<file path="config.mk">
export PLATFORM = sky130hd
export DESIGN_NAME = w_sequence_tx
export DESIGN_NICKNAME = d
export VERILOG_FILES = /design/src/rtl/w_sequence_tx.sv
export SDC_FILE = /design/constraint.sdc
export NUM_CORES = 1
export LEC_CHECK = 0
export CAP_MARGIN = 40
export CORE_ASPECT_RATIO = 0.5
export CORE_MARGIN = 1
export CORE_UTILIZATION = 40
export DETAILED_ROUTE_END_ITERATION = 8
export HOLD_SLACK_MARGIN = 0.03
export PLACE_DENSITY_LB_ADDON = 0.12
export SYNTH_ARGS = -nofsm -noshare
export SYNTH_HDL_FRONTEND = slang
export SYNTH_SLANG_ARGS = --single-unit
</file>
<file path="constraint.sdc">
create_clock -name clk -period 2.25 [get_ports clk]
set_clock_uncertainty 0.05 [all_clocks]
set_input_delay 0.3375 -clock clk [delete_from_list [all_inputs] [get_ports clk]]
set_output_delay 0.3375 -clock clk [all_outputs]
set_load 0.005 [all_outputs]
</file>
<file path="src/rtl/w_sequence_tx.sv">
// -----------------------------------------------------------------------------
// w_sequence_tx
//
// Transmit side of the serial w-bit stream consumed by the run detector.
// A pattern word is accepted through a valid/ready load. It is then shifted out
// MSB-first, starting at bit [nbits-1], one bit per cycle in which step_en is
// high. The pass can be repeated reps extra times. A one-cycle done pulse marks
// the end of the job.
//
// Parameters
//   WIDTH   pattern register width in bits (>= 2)
//   REP_W   width of the repeat count; total passes = reps + 1
//   LEN_W   width of the nbits field, derived as $clog2(WIDTH+1)
//
// Ports
//   clk         in   1       rising-edge clock
//   reset       in   1       asynchronous, active-low reset
//   load_valid  in   1       pattern/nbits/reps offered
//   load_ready  out  1       block can accept a load (high only in IDLE)
//   pattern     in   WIDTH   bits to send; bit [nbits-1] is sent first
//   nbits       in   LEN_W   bits per pass; 0 = empty job; >WIDTH clamps
//   reps        in   REP_W   extra passes after the first
//   step_en     in   1       advance one bit this cycle (SEND only)
//   w           out  1       serial bit; holds its value between strobes
//   w_valid     out  1       high the cycle a new bit is presented on w
//   busy        out  1       high while in SEND
//   done        out  1       one-cycle pulse when a job completes
//   z_expect    out  1       predicted detector z output
//
// Optional feature
//   RUNLEN_MON_EN  When defined, a small model of the receiver's run detector
//                  drives z_expect. z_expect is high when the bit just emitted
//                  equals the previously emitted bit of the same job.
//                  When undefined, z_expect is tied low.
// -----------------------------------------------------------------------------
module w_sequence_tx #(
    parameter  int WIDTH = 8,
    parameter  int REP_W = 4,
    localparam int LEN_W = $clog2(WIDTH + 1)
) (
    input  logic             clk,
    input  logic             reset,
    input  logic             load_valid,
    output logic             load_ready,
    input  logic [WIDTH-1:0] pattern,
    input  logic [LEN_W-1:0] nbits,
    input  logic [REP_W-1:0] reps,
    input  logic             step_en,
    output logic             w,
    output logic             w_valid,
    output logic             busy,
    output logic             done,
    output logic             z_expect
);

    localparam logic [LEN_W-1:0] WIDTH_L = LEN_W'(WIDTH);
    localparam logic [LEN_W-1:0] ONE_L   = LEN_W'(1);
    localparam logic [REP_W-1:0] REP_ONE = REP_W'(1);

    typedef enum logic [0:0] {
        S_IDLE = 1'b0,
        S_SEND = 1'b1
    } state_t;

    state_t           state_q, state_d;
    logic [WIDTH-1:0] pat_q, pat_d;
    logic [LEN_W-1:0] nbits_q, nbits_d;
    logic [LEN_W-1:0] idx_q, idx_d;
    logic [REP_W-1:0] rep_q, rep_d;
    logic             w_q, w_d;
    logic             w_valid_q, w_valid_d;
    logic             busy_q, busy_d;
    logic             done_q, done_d;

    logic [LEN_W-1:0] nbits_c;
    logic [WIDTH-1:0] pat_shift;
    logic             cur_bit;
    logic             handshake;
    logic             step_fire;

    // Requests longer than the register are cut down to the full width.
    assign nbits_c = (nbits > WIDTH_L) ? WIDTH_L : nbits;

    // A shift selects the current bit. idx_q is one bit wider than a
    // WIDTH-bit index needs, so a direct bit-select would not fit.
    assign pat_shift = pat_q >> idx_q;
    assign cur_bit   = pat_shift[0];

    assign load_ready = (state_q == S_IDLE);
    assign handshake  = load_valid && load_ready;
    assign step_fire  = (state_q == S_SEND) && step_en;

    // -------------------------------------------------------------------------
    // Control FSM: next state and datapath updates
    // -------------------------------------------------------------------------
    always_comb begin
        state_d   = state_q;
        pat_d     = pat_q;
        nbits_d   = nbits_q;
        idx_d     = idx_q;
        rep_d     = rep_q;
        w_d       = w_q;
        w_valid_d = 1'b0;
        done_d    = 1'b0;

        case (state_q)
            S_IDLE: begin
                if (handshake) begin
                    pat_d   = pattern;
                    nbits_d = nbits_c;
                    rep_d   = reps;
                    idx_d   = (nbits_c == '0) ? '0 : (nbits_c - ONE_L);
                    if (nbits_c == '0) begin
                        // Empty job: nothing to send, complete immediately.
                        done_d = 1'b1;
                    end else begin
                        state_d = S_SEND;
                    end
                end
            end

            S_SEND: begin
                if (step_en) begin
                    w_d       = cur_bit;
                    w_valid_d = 1'b1;
                    if (idx_q != '0) begin
                        idx_d = idx_q - ONE_L;
                    end else if (rep_q != '0) begin
                        // Start the next pass from the top bit again.
                        idx_d = nbits_q - ONE_L;
                        rep_d = rep_q - REP_ONE;
                    end else begin
                        // Final bit: done rises together with its w_valid.
                        done_d  = 1'b1;
                        state_d = S_IDLE;
                    end
                end
            end

            default: begin
                state_d = S_IDLE;
            end
        endcase

        busy_d = (state_d == S_SEND);
    end

    always_ff @(posedge clk or negedge reset) begin
        if (!reset) begin
            state_q   <= S_IDLE;
            pat_q     <= '0;
            nbits_q   <= '0;
            idx_q     <= '0;
            rep_q     <= '0;
            w_q       <= 1'b0;
            w_valid_q <= 1'b0;
            busy_q    <= 1'b0;
            done_q    <= 1'b0;
        end else begin
            state_q   <= state_d;
            pat_q     <= pat_d;
            nbits_q   <= nbits_d;
            idx_q     <= idx_d;
            rep_q     <= rep_d;
            w_q       <= w_d;
            w_valid_q <= w_valid_d;
            busy_q    <= busy_d;
            done_q    <= done_d;
        end
    end

    assign w       = w_q;
    assign w_valid = w_valid_q;
    assign busy    = busy_q;
    assign done    = done_q;

`ifdef RUNLEN_MON_EN
    // -------------------------------------------------------------------------
    // Run-detector model: tracks the previous bit emitted within the job
    // -------------------------------------------------------------------------
    logic last_q, last_d;
    logic have_q, have_d;   // a previous bit exists in the current job
    logic z_q, z_d;

    always_comb begin
        last_d = last_q;
        have_d = have_q;
        z_d    = z_q;
        if (handshake) begin
            have_d = 1'b0;
            z_d    = 1'b0;
        end else if (step_fire) begin
            z_d    = have_q && (cur_bit == last_q);
            last_d = cur_bit;
            have_d = 1'b1;
        end
    end

    always_ff @(posedge clk or negedge reset) begin
        if (!reset) begin
            last_q <= 1'b0;
            have_q <= 1'b0;
            z_q    <= 1'b0;
        end else begin
            last_q <= last_d;
            have_q <= have_d;
            z_q    <= z_d;
        end
    end

    assign z_expect = z_q;
`else
    assign z_expect = 1'b0;
`endif

endmodule
</file>
==> flow_summary.yaml <==
status:
  status: "finished, final reports clean"
critical_path:
  worst_setup_path_start_kind: "flip-flop"
  cp_slowest_cell: "nor4_1"
  reg2reg_slack_ns: 0.26
  r2r-start: "idx_q[3]"
  cp-endpoint: "idx_q[2]"
  rr_worst_depth: 6
  path_common_cell: "a21oi_1"
  worstSetupEndpointType: "flip-flop"
  crit_arrival_ns: 2.09
  critPathKind: "reg2reg"
  critPathMaxStageDelay_ns: 0.52
  worst-path-max-fanout: 6
  cp.required_ns: 2.34
  cp_cell_sequence: "nor4_1 > a21oi_1 > ha_1 > xor2_1 > o21ai_0 > a21oi_1"
  rr_endpoint: "idx_q[2]"
  crit_path_start: "idx_q[3]"
place:
  pre_cts_ws_ns: 0.277
  dp_hpwl_um: 2050
  gp_congestion: 0.867
  port_buffers: 24
layout:
  syn2layout_area_growth_pct: 24.4
  drive_gt1_share_pct: 7.69
  final_util_pct: 53.2
  fin_nets: 194
  n_antenna_cell: 0
power_and_ir_drop:
  p_per_area_nw_per_um2: 860
  total_power_w: 0.00140
  p_leak_nw: 0.718
  worst_ir_drop_vdd_v: 0.000299
synth:
  yosys_warnings: 0
  synth-seq-cells: 24
  syn-cell-area_um2: 1310
  synthFlopType: "dfrtp_1"
  synth_nets: 168
  synthArstFlopShare_pct: 100
  synth-seq-area-share_pct: 46.0
  synth-edff-count: 0
  syn_area_per_cell_um2: 9.00
  yosys.cell_types.count: 38
  syn-instance-count: 145
route:
  routedWlPerCell_um: 13.8
  drt_pass1_iterations: 4
  wl_um: 2880
  vias: 1067
  remaining_drc_errors: 0
  detail_route.vias_per_cell: 5.11
  ant_nets: 0
  drt_iter0_drc: 36
timing:
  rsz0062_at_grt: "no"
  worstMarginPinSlew_ns: 0.573
  final-setup-viol-count: 0
  slew_viol_final: 0
  clock.fmax_ghz: 0.502
  final_hold_viol_count: 0
  slew_headroom_pct: 61.4
  fin_setup_tns_ns: 0
  fin_hold_ws_ns: 0.366
  layout_setup_ws_ns: 0.258
  fin_crit_ns: 1.99
  fin_crit_sh_pct: 88.5
grt:
  grt_pass1_wl_um: 4730
  grt_max_degree: 25
  grt_usage_pct: 18.8
  overflow: 0
  grt_antenna_before_repair: 0
  grt_pass1_vias: 965
clocking:
  cts_hold_buf: 0
  h-tree-depth: 1
  clock_latency_ns: 0.27
  clockBufferDepth: 2
  path_clk_slew_ns: 0.09
  cts_num_sinks: 24
  numCtsBuffers: 3
  cts.repair.resized: 0
  cts_root_buf: "clkbuf_8"
  cts_tree: "yes"
  post-cts-setup-buffers: 0
die:
  fp-row-count: 14
  fp.dieW_um: 82.8
  die-area_um2: 3510
  core_area_um2: 3050
  pin_count: 26
  initial_core_util_pct: 42.8
  die_h_um: 42.4
worst_hold_path:
  min_path_type: "in2async"
flow_run:
  maxCapViolCount: 0
per-layer routing:
metal / GRT usage [%] / wire, µm / vias to the layer above
met5: 0 / 0 / -
met4: 4.14 / 0 / 0
met3: 5.87 / 156 / 0
met2: 25.9 / 1190 / 35
met1: 28.4 / 1530 / 489
li1: - / - / 543
flip-flops by register name, indices dropped and copies added, names as in the netlist:
register / cells
done: 1
busy: 1
rep_q: 4
pat_q: 8
idx_q: 4
w: 1
w_valid: 1
nbits_q: 4
synthesized netlist by cell type, types with 3 or more instances:
cell type	number	area share (%)
nand2_1	36	10
dfrtp_1	24	46
o21ai_0	12	4.6
a21oi_1	7	2.7
nor2_1	7	2.0
inv_1	6	1.7
mux2i_1	6	4.6
nor3_1	5	1.9
nand2b_1	4	1.9
nand3_1	4	1.5
clkbuf_1	3	0.86
ha_1	3	2.9
critical path: cells and delay by family (launching register included):
family | cells | cell delay (ns)
AOI/OAI and AO/OA | 3 | 0.42
and+or+nand+nor | 1 | 0.52
DFF | 1 | 0.46
adders and majority gates | 1 | 0.24
xor gates and xnor gates | 1 | 0.16
report_power, final:
group	leakage [nW]	switching [W]	internal [W]	total, W
registers	0.295	0.0000682	0.000533	0.000601
clock network	0.0216	0.000141	0.000120	0.000261
logic	0.401	0.000271	0.000262	0.000532
total	0.718	0.000480	0.000915	0.00140
placed cells by master, fill, tap and decap left out, types with 3 or more instances in the layout:
master,netlist,layout
inv_1,6,6
a21oi_1,7,7
clkbuf_8,0,3
nor3_1,5,5
nand2_1,36,36
clkdlybuf4s50_1,0,24
buf_4,1,5
nand3_1,4,4
nor2_1,7,7
o21ai_0,12,12
mux2i_1,6,6
dfrtp_1,24,24
ha_1,3,3
nand2b_1,4,4
metrics by stage:
stage | instance area [µm²] | std cells
6_report | 1620 | 209
5_1_grt | 1620 | 209
4_1_cts | 1620 | 209
3_5_place_dp | 1580 | 206
3_3_place_gp | 1580 | 206
2_1_floorplan | 1310 | 145
how the worst min path moves through the flow:
stage	from	endpoint	cells after the start
after global routing	reset	rep_q[0]	2
after global placement	pat_q[6]	pat_q[6]	2
after detailed placement	pat_q[6]	pat_q[6]	2
final	reset	rep_q[0]	2
after floorplan	reset	busy	0
after CTS	reset	rep_q[2]	2
cell families after synthesis:
family / Yosys count / share of synthesized area [%]
other: 1 / 0.287
adder cells (fa/ha/maj): 3 / 2.88
multiplexers: 7 / 6.33
AO/OA/AOI/OAI: 28 / 13.0
flip-flops: 24 / 46.0
AND/OR/NAND/NOR: 66 / 24.4
buffers and inverters: 14 / 5.66
XOR/XNOR: 2 / 1.34
layout make-up:
type                       instances  area [µm²]
tap                               40        50.0
fill                             295        1430
timing repair buffer              29         278
inverter                           6        22.5
clock buffer                       3        41.3
sequential                        24         601
multi-input combinational        107         631
Power figures use the tool's default switching activity.
